===== src/rtl/lvds_word_aligner.sv =====
// Single-lane SDR deserializer and word aligner for the LVDS receive path.
// Hunts for SYNC_PATTERN on any bit offset, confirms it over LOCK_COUNT
// consecutive word boundaries, then emits aligned words until sync words stop.
//
// state  | meaning
// HUNT   | comparing the sliding window against the sync word on every bit
// VERIFY | sync seen once; confirming it recurs on each word boundary
// LOCKED | aligned; a word is emitted on each boundary, sync spacing watched
module lvds_word_aligner #(
  parameter int                    WORD_WIDTH    = 10,
  parameter logic [WORD_WIDTH-1:0] SYNC_PATTERN  = 10'h0FA,
  parameter int                    LOCK_COUNT    = 4,
  parameter int                    SYNC_INTERVAL = 256
) (
  input  logic                  clock,
  input  logic                  reset_n,
  input  logic                  serial_in,
  input  logic                  enable,
  input  logic                  resync,
  output logic [WORD_WIDTH-1:0] data_out,
  output logic                  data_valid,
  output logic                  sync_detect,
  output logic                  locked
);

  localparam int CW = $clog2(WORD_WIDTH);
  localparam int MW = $clog2(LOCK_COUNT + 1);
  localparam int IW = $clog2(SYNC_INTERVAL + 1);
  localparam logic [CW-1:0] LAST_BIT = CW'(WORD_WIDTH - 1);

  typedef enum logic [1:0] {HUNT, VERIFY, LOCKED} state_t;

  state_t                state_q, state_d;
  logic [WORD_WIDTH-2:0] shift_q;
  logic [CW-1:0]         fill_q;
  logic [CW-1:0]         bit_q, bit_d;
  logic [MW-1:0]         match_q, match_d, match_inc;
  logic [IW-1:0]         interval_q, interval_d, interval_inc;
  logic [WORD_WIDTH-1:0] window;
  logic                  win_valid;
  logic                  boundary;
  logic                  is_sync;
  logic                  emit;

  // The current sample completes the window, so a word is seen the cycle its last bit arrives.
  assign window       = {shift_q, serial_in};
  assign win_valid    = (fill_q == LAST_BIT);
  assign boundary     = (bit_q == LAST_BIT);
  assign is_sync      = (window == SYNC_PATTERN);
  assign match_inc    = match_q + MW'(1);
  assign interval_inc = interval_q + IW'(1);

  // Next-state, counter updates and the emit decision for this bit.
  always_comb begin
    state_d    = state_q;
    match_d    = match_q;
    interval_d = interval_q;
    bit_d      = boundary ? '0 : bit_q + CW'(1);
    emit       = 1'b0;
    if (resync) begin
      state_d    = HUNT;
      match_d    = '0;
      interval_d = '0;
      bit_d      = '0;
    end else begin
      case (state_q)
        HUNT: begin
          if (win_valid && is_sync) begin
            bit_d   = '0;
            match_d = MW'(1);
            state_d = (LOCK_COUNT == 1) ? LOCKED : VERIFY;
          end
        end
        VERIFY: begin
          if (boundary) begin
            if (is_sync) begin
              match_d = match_inc;
              if (match_inc == MW'(LOCK_COUNT)) state_d = LOCKED;
            end else begin
              // Deliberately no re-detection here: hunting restarts on the next bit.
              state_d = HUNT;
              match_d = '0;
            end
          end
        end
        LOCKED: begin
          if (boundary) begin
            emit = 1'b1;
            if (is_sync) begin
              interval_d = '0;
            end else if (interval_inc == IW'(SYNC_INTERVAL)) begin
              state_d    = HUNT;
              interval_d = '0;
              match_d    = '0;
            end else begin
              interval_d = interval_inc;
            end
          end
        end
        default: state_d = HUNT;
      endcase
    end
  end

  // State and alignment counters; everything holds while enable is low.
  always_ff @(posedge clock or negedge reset_n) begin
    if (!reset_n) begin
      state_q    <= HUNT;
      bit_q      <= '0;
      match_q    <= '0;
      interval_q <= '0;
      locked     <= 1'b0;
    end else if (enable) begin
      state_q    <= state_d;
      bit_q      <= bit_d;
      match_q    <= match_d;
      interval_q <= interval_d;
      locked     <= (state_d == LOCKED);
    end
  end

  // Bit history; resync keeps it so hunting can resume without refilling.
  always_ff @(posedge clock or negedge reset_n) begin
    if (!reset_n) begin
      shift_q <= '0;
      fill_q  <= '0;
    end else if (enable) begin
      shift_q <= window[WORD_WIDTH-2:0];
      if (fill_q != LAST_BIT) fill_q <= fill_q + CW'(1);
    end
  end

  // Registered word output with single-cycle strobes.
  always_ff @(posedge clock or negedge reset_n) begin
    if (!reset_n) begin
      data_out    <= '0;
      data_valid  <= 1'b0;
      sync_detect <= 1'b0;
    end else begin
      data_valid  <= 1'b0;
      sync_detect <= 1'b0;
      if (enable && emit) begin
        data_out    <= window;
        data_valid  <= 1'b1;
        sync_detect <= is_sync;
      end
    end
  end

endmodule

===== config.mk =====
export PLATFORM = sky130hd
export DESIGN_NAME = lvds_word_aligner
export DESIGN_NICKNAME = d
export VERILOG_FILES = /design/src/rtl/lvds_word_aligner.sv
export SDC_FILE = /design/constraint.sdc
export NUM_CORES = 1
export LEC_CHECK = 0
export CORE_MARGIN = 10
export CORE_UTILIZATION = 52
export CTS_CLUSTER_DIAMETER = 60
export CTS_CLUSTER_SIZE = 14
export DETAILED_ROUTE_END_ITERATION = 8
export GPL_TIMING_DRIVEN = 0
export HOLD_SLACK_MARGIN = 0.02
export PLACE_DENSITY = 0.86
export SYNTH_ARGS = -nofsm -noshare
export SYNTH_HDL_FRONTEND = slang
export SYNTH_SLANG_ARGS = --single-unit

===== constraint.sdc =====
create_clock -name clock -period 1.65 [get_ports clock]
set_input_delay 0.165 -clock clock [delete_from_list [all_inputs] [get_ports clock]]
set_output_delay 0.165 -clock clock [all_outputs]
set_load 0.02 [all_outputs]

==> out/results.ini, run 1 <==
[global_route]
vias_in_the_first_global_route=2039
grt_pass1_wl_mm=10.12
antenna_violations_before_repair=0
grt_overflow_total=0
grt_start_max_net_pins=24
gr-usage-all-layers=0.1639

[sta]
setup_violations=27
final_period_minus_worst_setup_slack_ns=1.852
grt_setup_unrepaired=yes
finalWorstSetupSlack_ns=-0.2019
max_slew_margin=0.6224
finalMaxSlewViolations=0
tightestPinTransition_ns=0.5664
hold-worst-slack_ns=0.2527
fmaxAchievable_mhz=540.0
clock_skew_after_layout_ns=0.01246
finalCritPeriodShare=1.122
final_hold_viol_count=0

[power]
power_per_cell_area_nw_per_um2=965.0
p_sw_frac=0.3063
power_frac_clock=0.306
power.net_switching_mw=0.9918
power.static_leakage_nw=1.474
vdd.ir_drop.worst_v=0.0006657
sequentialPowerShare=0.461
comb_power_share=0.233
power_mw=3.238
power_report.internal_total_mw=2.247

[routing]
dr_total_vias=2069
route.detailed.vias_per_inst=6.232
route.detailed.wl_per_inst_um=19.62
drt_iter0_markers=135
detailedRoute.firstPassIterationCount=4
post-route-drc-count=0
wirelength_routed_mm=6.514
drtAntennaViolNets=0

[floorplan]
core_area_um2=4444
initial_core_utilization=0.5462
i_o_pin_cnt=18
die_footprint_um2=7800
floorplan.die.width_um=88.32
die_height_um=88.32
number_of_core_rows=24

[critical_path]
path_buf_inv=3
regToRegSetupSlack_ns=-0.20
required_time_reported_for_the_critical_path_endpoint_ns=1.90
worst_setup_path_end_kind=flop
critical_path.reg2reg.startpoint=state_q[0]
path_max_fanout=3
critical_path.startpoint_type=flop
cpLargestDelayFamily=buffers and inverters
worst_path_most_repeated_cell=buf_4
r2r-end=state_q[0]
rr_worst_depth=8
timing.setup.critical_path_class=flop to flop
critical-path-max-stage-delay_ns=0.42
path_cells=inv_2, ha_4, and4b_1, nand4_1, buf_4, buf_4, a22oi_2, a41o_1
critical_path_arrival_ns=2.10
slowest_stage=dfrtp_1

[layout]
layout-drive-gt1-share=0.4214
final_util=0.7551
layout-area-overhead-vs-synth_pct=38.25
final_nets=296
post_layout_nonfiller_instances=332
antenna-diode-count=0
stdcell_area_um2=3356

[synthesis]
syn-cell-area_um2=2427
synth-seq-area-share=0.4536
synthesis.area_per_instance_um2=10.84
postSynth.asyncResetShare=1.000
synthXorXnorAreaFrac=0.01082
synth_nets=240
synthDistinctLibCells=56
synth_edf_count=0
ys_warn_count=0
postSynth.topFlopCell=dfrtp_1
synth_compound_area_frac=0.1407
synth_seq_cells=44
synthCells=224
synth.mux.area_fraction=0.1046
synth_adder_area_share=0.05670
synth_simple_gate_area_frac=0.1954
synth_top_family_by_area=simple AND/OR/NAND/NOR gates

[clock_network]
path_clk_slew_ns=0.08
clock_sinks=44
clock_tree.htree_level_count=2
tritoncts.num_buffers=5
clk_path_buf_depth=2
clock_tree_from_tritoncts=built
worst_skew_pair.late_latency_ns=0.32
cts_root_buffer=clkbuf_8

[placed_design]
number_of_buffer_cells_added_on_primary_ports=16
placedCellCount=293
post_dp_cell_area_um2=2724
dpl.hpwl_mm=3.625
gp_congestion=0.8371

[worst_hold_path]
min-delay-start=resync
worst_hold_path_type=input pin to flop
whs_endpoint=bit_q[0]
timing.hold.worst_path_depth=4

[outcome]
failed_checks=negative setup slack
outcome=complete, but fails checks

[run]
cap_viol_max_count=0

==> placed cells by master (no fill, tap or decap), types with 6 or more instances in the layout <==
cell type	count
dfrtp_1	36
buf_4	27
nand2_1	18
clkdlybuf4s50_1	15
nand3_1	13
mux2_4	10
mux2_2	9
dfrtp_2	8
buf_6	7
o21ai_1	7
nand4_1	6
nor2_1	6
ha_1	6
==> worst register-to-register path: stages (launching register included) <==
cell and delay, ns:
dfrtp_1 0.42, inv_2 0.11, ha_4 0.15, and4b_1 0.19
nand4_1 0.16, buf_4 0.20, buf_4 0.13, a22oi_2 0.21
a41o_1 0.22
==> cell usage after synthesis (2+ instances only) <==
library cell   n  area [um^2]
ha_1          11        137.6
xnor2_1        2        17.52
nor3b_1        2        15.01
and4b_1        2        20.02
nor2_1         8        30.03
nor3_1         5        25.02
nand3b_1       4        30.03
buf_6          3        33.78
o21ai_1        2        10.01
clkbuf_1       2        7.510
o31ai_1        3        22.52
or3_1          2        12.51
and3_1         4        25.02
inv_1          9        33.78
mux2i_1        4        40.04
a211o_1        2        17.52
nand3_1       16        80.08
a21o_1         3        22.52
a211oi_1       2        15.01
buf_2          2        10.01
mux2_2        19        214.0
o21ai_0        9        45.04
nand2b_1       2        12.51
a21oi_1        7        35.03
dfrtp_1       44         1101
nand4_1        6        37.54
and3b_1        2        17.52
nand2_1       19        71.32
==> power groups by stage <==
| stage | clock network (mW) | logic (mW) | registers (mW) |
|---|---|---|---|
| after floorplan | 0 | 0.430 | 1.44 |
| after global placement | 0 | 0.508 | 1.48 |
| after detailed placement | 0 | 0.546 | 1.50 |
| after CTS | 0.998 | 0.677 | 1.47 |
| after global routing | 1.04 | 0.825 | 1.52 |
| final | 0.992 | 0.754 | 1.49 |
==> area by class of cell <==
cell class	count	area (um^2)
plain buffers	7	71.32
clock buffers	5	68.82
clock inverters	2	60.06
fillers	260	1089
inverters	9	36.28
multi-input cells	163	1459
flip-flops and latches	44	1111
well taps	52	65.06
repair buffers	50	484.2
==> sequential cells by signal, summed over array words and instances (netlist names) <==
signal,cells
shift_q,9
fill_q,4
data_out,10
bit_q,4
match_q,3
interval_q,9
state_q,2
data_valid,1
sync_detect,1
locked,1
==> metrics by stage <==
stage	setup TNS, ns	setup WS, ns
after floorplan	-0.08316	-0.04579
after global placement	-38.61	-0.7548
after detailed placement	-6.501	-0.4160
after CTS	-1.922	-0.1642
after global routing	-3.779	-0.2405
final	-2.319	-0.2019
==> cell families (layout without fill, tap and decap cells) <==
kind of cell	count (synthesis)	count (layout)
compound gates	43	43
xor+xnor	3	3
fa+ha+maj	11	11
buf+inv	17	73
flops	44	44
mux	23	23
simple gates	83	83
==> what timing repair did <==
| item | in CTS | in global routing |
|---|---|---|
| setup endpoints to repair | 28 | 30 |
| hold buffers | 1 | 0 |
| endpoints found under the hold margin | 21 | 0 |
| setup buffers | 21 | 11 |
| resized for setup | 44 | 28 |
| gates cloned | 1 | 0 |
| pin swaps | 18 | 20 |
==> metal layers <==
layer,global-route usage,vias up,share of wire
met5,0,-,0
met4,0.06902,0,0.038
met3,0.05607,23,0.059
met2,0.2652,72,0.50
met1,0.1947,1044,0.40
li1,-,930,-
==> worst max path at each step <==
stage                  start            end  slack (ns)  depth (start not counted)
2_1_floorplan  interval_q[3]     state_q[0]       -0.05                          6
3_3_place_gp         reset_n    data_out[6]       -0.75                          1
3_5_place_dp       serial_in  interval_q[6]       -0.42                          6
4_1_cts        interval_q[0]     state_q[0]       -0.16                          5
5_1_grt           shift_q[1]     match_q[1]       -0.24                          6
6_report          state_q[0]     state_q[0]       -0.20                          8
(Power assumes the default switching activity.)
==> run 2, diff against run 1 <==
CORE_UTILIZATION = 58   (was 52)
PLACE_DENSITY = 0.9   (was 0.86)
clock period = 2.1 ns   (was 1.65 ns; I/O delays follow)
==> out/results.ini, run 2 (synthesis results as in run 1) <==
[placed_design]
number_of_buffer_cells_added_on_primary_ports=16  ; unchanged
gp_congestion=0.9147  ; was 0.8371
post_dp_cell_area_um2=2665  ; was 2724 um^2
dp_slack_ns=-0.04662  ; was -0.4160 ns
dpl.hpwl_mm=3.597  ; was 3.625 mm

[sta]
tightestPinTransition_ns=0.5168  ; was 0.5664 ns
finalMaxSlewViolations=0  ; unchanged
fmaxAchievable_mhz=498.6  ; was 540.0 MHz
setup_violations=0  ; was 27
hold-worst-slack_ns=0.2709  ; was 0.2527 ns
finalCritPeriodShare=0.9551  ; was 1.122
final_period_minus_worst_setup_slack_ns=2.006  ; was 1.852 ns
clock_skew_after_layout_ns=0.005001  ; was 0.01246 ns
final_hold_viol_count=0  ; unchanged
max_slew_margin=0.6542  ; was 0.6224
grt_setup_unrepaired=no  ; was yes
finalWorstSetupSlack_ns=0.09436  ; was -0.2019 ns
setup_tns_ns=0  ; was -2.319 ns

[global_route]
grt_pass1_wl_mm=8.749  ; was 10.12 mm
gr-usage-all-layers=0.1442  ; was 0.1639
grt_overflow_total=0  ; unchanged
grt_start_max_net_pins=37  ; was 24
antenna_violations_before_repair=0  ; unchanged
vias_in_the_first_global_route=1870  ; was 2039

[layout]
stdcell_area_um2=2809  ; was 3356 um^2
antenna-diode-count=0  ; unchanged
multi_input_area_um2=1242  ; was 1459 um^2
layout_commonest_cell=dfrtp_1  ; unchanged
largest_reg_flops=10  ; unchanged
most-common-layout-cells=dfrtp_1 (44), mux2_2 (19), nand2_1 (19)  ; was dfrtp_1 (36), buf_4 (27), nand2_1 (18)
layout-drive-gt1-share=0.2000  ; was 0.4214
fillers=300  ; was 260
largest_register=data_out  ; unchanged
seq_area_um2=1101  ; was 1111 um^2
final_nets=265  ; was 296
layout-area-overhead-vs-synth_pct=15.72  ; was 38.25%
reg_top3=data_out (10), interval_q (9), shift_q (9)  ; unchanged

[critical_path]
rr_worst_depth=6  ; was 8
critical_path_arrival_ns=2.19  ; was 2.10 ns
critical_path.startpoint_type=flop  ; unchanged
timing.setup.critical_path_class=flop to flop  ; unchanged
r2r-end=data_out[8]  ; was state_q[0]
critical_path.reg2reg.startpoint=state_q[0]  ; unchanged
regToRegSetupSlack_ns=0.09  ; was -0.20 ns
worstSetupStartpoint=state_q[0]  ; unchanged
path_max_fanout=10  ; was 3
cp-endpoint=data_out[8]  ; was state_q[0]
worst_setup_path_end_kind=flop  ; unchanged
required_time_reported_for_the_critical_path_endpoint_ns=2.29  ; was 1.90 ns

[clock_network]
clock_tree.htree_level_count=2  ; unchanged
clock_sinks=44  ; unchanged
clock_tree_from_tritoncts=built  ; unchanged
cts_root_buffer=clkbuf_8  ; unchanged
tritoncts.num_buffers=5  ; unchanged
clk_path_buf_depth=2  ; unchanged
post_cts.repair.setup_buffers=0  ; was 21
path_clk_slew_ns=0.08  ; about the same
worst_skew_pair.late_latency_ns=0.30  ; was 0.32 ns

[floorplan]
i_o_pin_cnt=18  ; unchanged
core_area_um2=4029  ; was 4444 um^2
floorplan.die.width_um=84.69  ; was 88.32 um
die_height_um=84.69  ; was 88.32 um
number_of_core_rows=23  ; was 24
die_footprint_um2=7172  ; was 7800 um^2
initial_core_utilization=0.6025  ; was 0.5462

[power]
power_per_cell_area_nw_per_um2=811.3  ; was 965.0 nW/um^2
vdd.ir_drop.worst_v=0.0007347  ; was 0.0006657 V
power.static_leakage_nw=1.250  ; was 1.474 nW
power_mw=2.279  ; was 3.238 mW

[routing]
wirelength_routed_mm=5.026  ; was 6.514 mm
detailedRoute.firstPassIterationCount=4  ; unchanged
drt_iter0_markers=86  ; was 135
route.detailed.wl_per_inst_um=16.75  ; was 19.62 um
route.detailed.vias_per_inst=6.023  ; was 6.232
drtAntennaViolNets=0  ; unchanged
dr_total_vias=1807  ; was 2069
post-route-drc-count=0  ; unchanged

[worst_hold_path]
worst_hold_path_type=input pin to flop  ; unchanged

[outcome]
outcome=completed  ; was complete, but fails checks

[run]
cap_viol_max_count=0  ; unchanged

## run 2: layer usage
layer / track usage / up-vias / wire length (um)
met1: 0.1652 / 885 / 2108
li1: - / 875 / -
met3: 0.03382 / 7 / 192
met4: 0.03892 / 0 / 58
met5: 0 / - / 0
met2: 0.2601 / 40 / 2666
## run 2: how the worst min path moves through the flow
stage                               end  slack (ns)  cells past startpoint     from
final                     interval_q[8]        0.27                      4   resync
after global routing      interval_q[8]        0.29                      4   resync
after CTS                 interval_q[8]        0.27                      4   resync
after detailed placement  interval_q[8]        0.09                      1  reset_n
after global placement           locked        0.48                      2   locked
after floorplan                bit_q[0]       -0.09                      0  reset_n
## run 2: what timing repair did
item,4_1_cts,5_1_grt
endpoints found under the setup margin,8,17
resized for setup,1,5
endpoints found under the hold margin,8,0
hold buffers,1,0
## run 2: stage by stage
stage                 util  std cells
floorplan                -        224
global placement    0.6578        290
detailed placement  0.6615        291
CTS                 0.6947        300
global route        0.6972        300
finish              0.6972        300
## run 2: final cells by class
type | count | area share
repair buffers | 18 | 0.06592
inverters | 9 | 0.01203
clock buffers | 6 | 0.02940
well taps | 50 | 0.02227
flip-flops and latches | 44 | 0.3920
clock inverters | 2 | 0.01381
multi-input cells | 163 | 0.4423
plain buffers | 8 | 0.02227
## run 2: where the power goes
group	switching (mW)	internal [mW]	leakage [nW]	total, mW
Combinational	0.223	0.213	0.627	0.436
Sequential	0.174	0.987	0.562	1.16
Clock	0.293	0.389	0.0614	0.682
## run 2: worst max-delay path, stage by stage, from the launching register on
cell	delay (ns)
dfrtp_1	0.41
inv_1	0.13
ha_2	0.26
nor2b_2	0.23
and3_1	0.25
clkbuf_4	0.25
mux2_2	0.36
==> run 3, diff against run 2 <==
CTS_BUF_LIST = sky130_fd_sc_hd__clkbuf_16   (was unset)
==> out/results.ini, run 3 (synthesis results as in run 1) <==
[outcome]
outcome=completed  ; unchanged

[critical_path]
worst_setup_path_end_kind=flop  ; unchanged
path_cells=inv_1, ha_2, nor2b_2, and3_1, clkbuf_4, mux2_2  ; unchanged
worstSetupStartpoint=state_q[0]  ; unchanged
required_time_reported_for_the_critical_path_endpoint_ns=2.27  ; was 2.29 ns
critical_path.reg2reg.startpoint=state_q[0]  ; unchanged
critical_path_arrival_ns=2.16  ; was 2.19 ns
slowest_stage=dfrtp_1  ; unchanged
timing.setup.critical_path_class=flop to flop  ; unchanged
critical_path.startpoint_type=flop  ; unchanged
critical-path-max-stage-delay_ns=0.40  ; was 0.41 ns
path_max_fanout=10  ; unchanged

[clock_network]
clock_tree.htree_level_count=2  ; unchanged
tritoncts.num_buffers=5  ; unchanged
worst_skew_pair.late_latency_ns=0.29  ; was 0.30 ns
clock_tree_from_tritoncts=built  ; unchanged
path_clk_slew_ns=0.06  ; was 0.08 ns
clk_path_buf_depth=2  ; unchanged
clock_sinks=44  ; unchanged
post_cts.repair.setup_buffers=0  ; unchanged
cts_root_buffer=clkbuf_16  ; was clkbuf_8

[global_route]
grt_overflow_total=0  ; unchanged
grt_pass1_wl_mm=8.818  ; was 8.749 mm
antenna_violations_before_repair=0  ; unchanged
gr-usage-all-layers=0.1457  ; was 0.1442
vias_in_the_first_global_route=1898  ; was 1870
grt_start_max_net_pins=37  ; unchanged

[sta]
tightestPinTransition_ns=0.4959  ; was 0.5168 ns
finalCritPeriodShare=0.9496  ; was 0.9551
clock_skew_after_layout_ns=0.003869  ; was 0.005001 ns
fmaxAchievable_mhz=501.4  ; was 498.6 MHz
final_hold_viol_count=0  ; unchanged
setup_tns_ns=0  ; unchanged
finalWorstSetupSlack_ns=0.1057  ; was 0.09436 ns
finalMaxSlewViolations=0  ; unchanged
hold-worst-slack_ns=0.2890  ; was 0.2709 ns
setup_violations=0  ; unchanged
final_period_minus_worst_setup_slack_ns=1.994  ; was 2.006 ns
max_slew_margin=0.6682  ; was 0.6542
grt_setup_unrepaired=no  ; unchanged

[routing]
post-route-drc-count=0  ; unchanged
drt_iter0_markers=127  ; was 86
route.detailed.wl_per_inst_um=16.73  ; was 16.75 um
dr_total_vias=1801  ; was 1807
route.detailed.vias_per_inst=6.003  ; was 6.023
wirelength_routed_mm=5.019  ; was 5.026 mm
detailedRoute.firstPassIterationCount=4  ; unchanged
drtAntennaViolNets=0  ; unchanged

[layout]
layout-drive-gt1-share=0.1960  ; was 0.2000
layout-area-overhead-vs-synth_pct=17.63  ; was 15.72%
largest_register=data_out  ; unchanged
fillers=291  ; was 300
layout_commonest_cell=dfrtp_1  ; unchanged
largest_reg_flops=10  ; unchanged
reg_top3=data_out (10), interval_q (9), shift_q (9)  ; unchanged
antenna-diode-count=0  ; unchanged
most-common-layout-cells=dfrtp_1 (44), mux2_2 (19), nand2_1 (19)  ; unchanged
final_nets=265  ; unchanged

[run]
cap_viol_max_count=0  ; unchanged

[placed_design]
dp_slack_ns=-0.04662  ; unchanged
gp_congestion=0.9147  ; unchanged
number_of_buffer_cells_added_on_primary_ports=16  ; unchanged
dpl.hpwl_mm=3.597  ; unchanged

[power]
power_per_cell_area_nw_per_um2=866.3  ; was 811.3 nW/um^2
power.static_leakage_nw=1.270  ; was 1.250 nW
vdd.ir_drop.worst_v=0.0007439  ; was 0.0007347 V

[worst_hold_path]
min-delay-start=resync  ; unchanged
worst_hold_path_type=input pin to flop  ; unchanged

[floorplan]
i_o_pin_cnt=18  ; unchanged
core_area_um2=4029  ; unchanged
initial_core_utilization=0.6025  ; unchanged
die_height_um=84.69  ; unchanged
number_of_core_rows=23  ; unchanged
die_footprint_um2=7172  ; unchanged
floorplan.die.width_um=84.69  ; unchanged

run 3: power by group:
group | total (mW) | internal, mW | switching, mW
clock | 0.880 | 0.559 | 0.321
sequential | 1.16 | 0.989 | 0.171
combinational | 0.433 | 0.213 | 0.220
total | 2.47 | 1.76 | 0.712
run 3: worst paths after layout:
path / to / slack, ns / cells past startpoint
worst min register to register: locked / 0.50 / 2
min in group asynchronous: interval_q[8] / 0.32 / 2
worst min-delay path: interval_q[8] / 0.29 / 4
worst max register to register: data_out[8] / 0.11 / 6
max in group asynchronous: interval_q[0] / 1.32 / 3
worst max-delay path: data_out[8] / 0.11 / 6
run 3: worst max-delay path: cells and delay by family, from the launching register on:
family,cells,cell delay [ns]
simple gates,2,0.48
buf+inv,2,0.39
flops,1,0.40
mux,1,0.36
fa+ha+maj,1,0.26
run 3: through the flow:
stage | total power [mW] | util | cell area (um^2) | cells
detailed placement | 1.600 | 0.6615 | 2665 | 291
floorplan | 1.461 | - | 2427 | 224
global route | 2.594 | 0.7087 | 2855 | 300
global placement | 1.555 | 0.6578 | 2650 | 290
CTS | 2.487 | 0.7062 | 2845 | 300
finish | 2.473 | 0.7087 | 2855 | 300
run 3: routing by layer:
metal	track usage	wire [um]	vias up	share of wire
met5	0	0	-	0
met4	0.04940	65	0	0.013
met3	0.03671	204	7	0.041
met2	0.2594	2703	37	0.54
met1	0.1644	2046	880	0.41
li1	-	-	877	-
run 3: final cells by class:
class	count	area, um^2	share of cell area
buffer	8	62.56	0.02191
clock buffer	5	125.1	0.04382
clock inverter	3	42.54	0.01490
inverter	9	33.78	0.01183
multi-input combinational	163	1242	0.4351
sequential	44	1101	0.3856
tap	50	62.56	0.02191
timing repair buffer	18	185.2	0.06486
run 3: what timing repair did:
action	in CTS	in global routing
hold endpoints to repair	8	0
hold buffers	1	0
gates resized for setup	1	5
pin swaps	0	0
endpoints found under the setup margin	8	15
